`src/rtl/bip_control_unit.sv`:
```
// bip_control_unit: sequencing FSM for the accumulator CPU.
// Loads the PC with 0 at start-up and then alternates FETCH/EXEC. In EXEC the
// current instruction is decoded into accumulator, ALU and data-RAM strobes.
// The program memory has a synchronous read, so the FETCH cycle is where the
// instruction for the new PC is read out. The FSM stops on HLT.
//
// Optional build macro: BIP_ILLEGAL_TRAP_EN
//   When it is defined, an undefined opcode in EXEC halts the sequencer and
//   sets the sticky illegal_op output. When it is not defined, an undefined
//   opcode executes as a NOP and the illegal_op port does not exist.
//
// state | meaning
// ------+--------------------------------------------------------------
// IDLE  | waiting for start, all strobes low
// INIT  | one cycle, WrPC with address_bus = 0 (the PC has no reset)
// FETCH | one cycle, program memory reads the instruction at pc_addr
// EXEC  | one cycle, decoded strobes, PC advance or halt
// HALT  | stopped, only rst leaves this state

module bip_control_unit #(
    parameter int AB  = 11,
    parameter int OPW = 5,
    parameter int CW  = 32
) (
    input  logic              clk,
    input  logic              rst,
    input  logic              start,
    input  logic [AB-1:0]     pc_addr,
    input  logic [OPW+AB-1:0] instr,
    output logic [AB-1:0]     address_bus,
    output logic              WrPC,
    output logic [AB-1:0]     operand,
    output logic [1:0]        SelA,
    output logic              SelB,
    output logic              Op,
    output logic              WrAcc,
    output logic              WrRam,
    output logic              RdRam,
    output logic              busy,
    output logic              halted,
    output logic [CW-1:0]     cycle_count
`ifdef BIP_ILLEGAL_TRAP_EN
    ,
    output logic              illegal_op
`endif
);

    typedef enum logic [2:0] {
        S_IDLE  = 3'd0,
        S_INIT  = 3'd1,
        S_FETCH = 3'd2,
        S_EXEC  = 3'd3,
        S_HALT  = 3'd4
    } state_t;

    localparam logic [OPW-1:0] OP_HLT  = OPW'(0);
    localparam logic [OPW-1:0] OP_STO  = OPW'(1);
    localparam logic [OPW-1:0] OP_LD   = OPW'(2);
    localparam logic [OPW-1:0] OP_LDI  = OPW'(3);
    localparam logic [OPW-1:0] OP_ADD  = OPW'(4);
    localparam logic [OPW-1:0] OP_ADDI = OPW'(5);
    localparam logic [OPW-1:0] OP_SUB  = OPW'(6);
    localparam logic [OPW-1:0] OP_SUBI = OPW'(7);

    localparam logic [1:0] SELA_RAM = 2'd0;
    localparam logic [1:0] SELA_IMM = 2'd1;
    localparam logic [1:0] SELA_ALU = 2'd2;

    state_t         state;
    logic [OPW-1:0] opcode;
    logic           op_defined;
    logic           trap;
    logic           exec_stop;

    assign opcode  = instr[OPW+AB-1:AB];
    assign operand = instr[AB-1:0];

    // Opcode classification: which opcodes exist, and which ones end execution.
    always_comb begin
        op_defined = (opcode <= OP_SUBI);
`ifdef BIP_ILLEGAL_TRAP_EN
        trap = !op_defined;
`else
        trap = 1'b0;
`endif
        exec_stop = (opcode == OP_HLT) || trap;
    end

    // PC control and datapath strobes. These are decoded combinationally
    // because the instruction only becomes valid during EXEC.
    always_comb begin
        address_bus = '0;
        WrPC        = 1'b0;
        SelA        = SELA_RAM;
        SelB        = 1'b0;
        Op          = 1'b0;
        WrAcc       = 1'b0;
        WrRam       = 1'b0;
        RdRam       = 1'b0;
        if (!rst) begin
            case (state)
                S_INIT: begin
                    WrPC        = 1'b1;
                    address_bus = '0;
                end
                S_EXEC: begin
                    if (exec_stop) begin
                        // Hold the PC on the halting instruction.
                        address_bus = pc_addr;
                    end else begin
                        WrPC        = 1'b1;
                        address_bus = pc_addr + AB'(1);
                        case (opcode)
                            OP_STO: begin
                                WrRam = 1'b1;
                            end
                            OP_LD: begin
                                RdRam = 1'b1;
                                SelA  = SELA_RAM;
                                WrAcc = 1'b1;
                            end
                            OP_LDI: begin
                                SelA  = SELA_IMM;
                                WrAcc = 1'b1;
                            end
                            OP_ADD: begin
                                RdRam = 1'b1;
                                SelB  = 1'b0;
                                Op    = 1'b0;
                                SelA  = SELA_ALU;
                                WrAcc = 1'b1;
                            end
                            OP_ADDI: begin
                                SelB  = 1'b1;
                                Op    = 1'b0;
                                SelA  = SELA_ALU;
                                WrAcc = 1'b1;
                            end
                            OP_SUB: begin
                                RdRam = 1'b1;
                                SelB  = 1'b0;
                                Op    = 1'b1;
                                SelA  = SELA_ALU;
                                WrAcc = 1'b1;
                            end
                            OP_SUBI: begin
                                SelB  = 1'b1;
                                Op    = 1'b1;
                                SelA  = SELA_ALU;
                                WrAcc = 1'b1;
                            end
                            default: begin
                                // Undefined opcode without the trap: the PC
                                // still advances but nothing else happens.
                            end
                        endcase
                    end
                end
                default: begin
                end
            endcase
        end
    end

    // Sequencer state, registered status flags and the FETCH/EXEC cycle counter.
    always_ff @(posedge clk or posedge rst) begin
        if (rst) begin
            state       <= S_IDLE;
            busy        <= 1'b0;
            halted      <= 1'b0;
            cycle_count <= '0;
`ifdef BIP_ILLEGAL_TRAP_EN
            illegal_op  <= 1'b0;
`endif
        end else begin
            case (state)
                S_IDLE: begin
                    if (start) begin
                        state <= S_INIT;
                        busy  <= 1'b1;
                    end
                end
                S_INIT: begin
                    state <= S_FETCH;
                end
                S_FETCH: begin
                    state       <= S_EXEC;
                    cycle_count <= cycle_count + CW'(1);
                end
                S_EXEC: begin
                    cycle_count <= cycle_count + CW'(1);
                    if (exec_stop) begin
                        state  <= S_HALT;
                        busy   <= 1'b0;
                        halted <= 1'b1;
`ifdef BIP_ILLEGAL_TRAP_EN
                        if (trap) begin
                            illegal_op <= 1'b1;
                        end
`endif
                    end else begin
                        state <= S_FETCH;
                    end
                end
                S_HALT: begin
                    state <= S_HALT;
                end
                default: begin
                    state  <= S_IDLE;
                    busy   <= 1'b0;
                    halted <= 1'b0;
                end
            endcase
        end
    end

endmodule

```
`config.mk`:
```
export PLATFORM = sky130hd
export DESIGN_NAME = bip_control_unit
export DESIGN_NICKNAME = d
export VERILOG_FILES = /design/src/rtl/bip_control_unit.sv
export SDC_FILE = /design/constraint.sdc
export NUM_CORES = 1
export LEC_CHECK = 0
export CAP_MARGIN = 30
export CORE_UTILIZATION = 38
export CTS_CLUSTER_SIZE = 25
export DETAILED_ROUTE_END_ITERATION = 7
export PLACE_DENSITY = 0.76
export SETUP_SLACK_MARGIN = 0.15
export SYNTH_ARGS = -nofsm -noshare
export SYNTH_HDL_FRONTEND = slang
export SYNTH_SLANG_ARGS = --single-unit
```
`constraint.sdc`:
```
create_clock -name clk -period 1.45 [get_ports clk]
set_input_delay 0.2175 -clock clk [delete_from_list [all_inputs] [get_ports clk]]
set_output_delay 0.2175 -clock clk [all_outputs]
set_load 0.02 [all_outputs]
```
==> flow_summary_export.csv <==
group,metric,value,unit
hold_path,worst_hold_path_type,"input port to asynchronous set/reset pin",
clock_tree,root_buffer,"clkbuf_8",
yosys,synth_cell_type_count,38,
yosys,yosys_warnings,0,
drt,drc,0,
yosys,synth-edff-count,0,
global_route,grt_max_degree,25,
sta,slew_headroom,49.93,%
power_and_ir_drop,p_sw_share,37.50,%
yosys,synth_area_per_cell,9.907,µm²
cells_and_area,utilization,71.98,%
sta,worst_hold_slack,430.9,ps
cells_and_area,syn2layout_area_growth,82.70,%
clock_tree,cts_sinks,37,
drt,wl_per_cell,16.27,µm
yosys,ys_seq_area_share,42.68,%
cells_and_area,antenna_cells,0,
drt,num_vias,2208,
cells_and_area,drive_gt1_share,62.57,%
power_and_ir_drop,max-vdd-ir-drop,0.0008742,V
cells_and_area,layout.nets,389,
cells_and_area,mostFrequentLayoutCell,"buf_4",
yosys,synth_ff_type,"dfrtp_1",
sta,setup_ws,-409.8,ps
die,die_w,77.56,µm
power_and_ir_drop,p_per_area,1064,nW/µm²
power_and_ir_drop,p_leak,0.001870,µW
yosys,synthCells,219,
sta,fin_crit,1860,ps
power_and_ir_drop,seqPwrFrac,31.4,%
die,die-area,6016,µm²
drt,wirelength,6994,µm
yosys,synth_top_area_share,42.68,%
drt,ant_nets,0,
sta,final_max_slew_viol_count,0,
die,ios,94,
status,failed_checks,"setup timing",
global_route,track_usage,22.04,%
place,pre_cts_slack,-1130,ps
power_and_ir_drop,comb_power_share,50.9,%
run,max-cap-violations,0,
global_route,overflow,0,
sta,setup_violations,51,
clock_tree,cts_buffers,5,
yosys,yosys_register_bits,37,
yosys,async_flop_share,100.0,%
setup_path,crit_path_end_kind,"output pin",
place,dp_hpwl,4309,µm
clock_tree,htreeDepth,2,
cells_and_area,final_cell_mix,"buf_4, buf_6, dfrtp_1, buf_2, xnor2_1",
die,die_h,77.56,µm
cells_and_area,fillers,394,
yosys,synth_area_leaders,"dfrtp_1, xnor2_1, nand4_1, xor2_1, buf_4",
yosys,synth.net_count,251,
power_and_ir_drop,clkPwrFrac,17.8,%
setup_path,critPathMaxFanout,7,
power_and_ir_drop,power.switching,1581,µW
global_route,grt_pass1_wl,10390,µm
global_route,antenna_found_initial,0,
drt,vias_per_cell,5.135,
yosys,netlist_area,2170,µm²
status,outcome,"complete, but fails checks",
sta,hold_violations,0,
place,port_buffers,71,
clock_tree,path_clk_slew,70,ps
global_route,grt_pass1_vias,2232,
setup_path,startpoint_type,"input port",
power_and_ir_drop,p_int,2635,µW
yosys,yosys.area.top_type,"dfrtp_1",
sta,post-route-period-util,128.3,%
sta,tightest_slew,740.6,ps
sta,rsz0062_at_grt,"true",
drt,first_iter_violations,121,
sta,fin_skew,6.508,ps
clock_tree,clk_latency,290,ps
setup_path,cp.required,1230,ps
drt,firstDrtPassIters,4,
clock_tree,cts_tree,"built",
die,std_cell_rows,27,
setup_path,arrival,1640,ps
setup_path,path_class,"input port to output pin",
die,initial_core_util,39.40,%
place,gp_congestion,0.8028,
sta,fmax,0.5377,GHz
die,core,5507,µm²
clock_tree,clk_path_buf_depth,2,
routing by layer:
metal  part of all wire [%]  routed length (µm)  GRT usage, %  vias up
met3                    4.3                 298         4.471       10
li1                       -                   -             -     1047
met1                     40                2779         25.28     1083
met2                     54                3803         39.56       68
met4                    1.6                 114         9.245        0
met5                      0                   0             0        -
critical path, cell delays in order:
cell and delay, ps:
buf_6 100, or4_4 620, o211ai_4 310, or3_1 180, a21oi_2 60, buf_4 160
kinds of logic after synthesis:
family	after synthesis	synth area share (%)
simple gates	97	26.59
xor+xnor	37	14.94
flops	37	42.68
compound gates	23	7.786
buf+inv	22	6.344
fa+ha+maj	2	1.153
mux	1	0.5190
state kept, by name, indices dropped and copies added (netlist names):
register     flops
busy             1
cycle_count     32
halted           1
state            3
Yosys cell counts (all sizes together) (4+ instances only):
| cell type | count |
|---|---|
| nand2 | 14 |
| a21oi | 6 |
| o21ai | 8 |
| or3 | 5 |
| and4 | 4 |
| xor2 | 12 |
| nor3 | 6 |
| nor4 | 4 |
| nand4 | 17 |
| xnor2 | 25 |
| inv | 6 |
| buf | 15 |
| and3 | 6 |
| dfrtp | 37 |
| nor2 | 16 |
| nand3 | 13 |
final timing paths:
kind | start | end | slack [ps] | depth (start not counted)
max | instr[15] | address_bus[9] | -410 | 6
min reg2reg | cycle_count[31] | cycle_count[31] | 490 | 1
min | rst | cycle_count[2] | 430 | 4
min in group clk | instr[3] | operand[3] | 440 | 0
max reg2reg | state[2] | cycle_count[13] | -390 | 9
max in group asynchronous | rst | cycle_count[13] | 710 | 4
what timing repair did:
action | 4_1_cts | 5_1_grt
setup buffers | 10 | 7
hold buffers | 0 | 0
endpoints found under the hold margin | 0 | 0
gates resized for setup | 256 | 54
gates cloned | 1 | 0
endpoints found under the setup margin | 86 | 66
pin swaps | 48 | 36
power by group through the flow:
stage,logic [µW],clock network (µW),registers (µW)
6_report,2140,750,1320
5_1_grt,2260,806,1330
4_1_cts,1910,752,1320
3_5_place_dp,1780,0,1340
3_3_place_gp,1740,0,1330
2_1_floorplan,726,0,1550
through the flow:
stage	setup TNS [ps]	power, µW	area, µm²	instances
CTS	-11180	3978	3749	423
floorplan	-3694	2278	2391	219
detailed placement	-21910	3121	3527	404
finish	-15740	4217	3964	430
global placement	-20650	3069	3527	404
global route	-18830	4405	3964	430
area by class of cell:
| type | instances | area [µm²] | area share [%] |
|---|---|---|---|
| Multi-Input combinational cell | 160 | 1549 | 39.08 |
| Timing Repair Buffer | 147 | 1262 | 31.85 |
| Sequential cell | 37 | 947.2 | 23.90 |
| Clock buffer | 8 | 90.09 | 2.273 |
| Tap cell | 72 | 90.09 | 2.273 |
| Inverter | 6 | 25.02 | 0.6313 |
No activity file was read; power rests on OpenSTA's default activity.
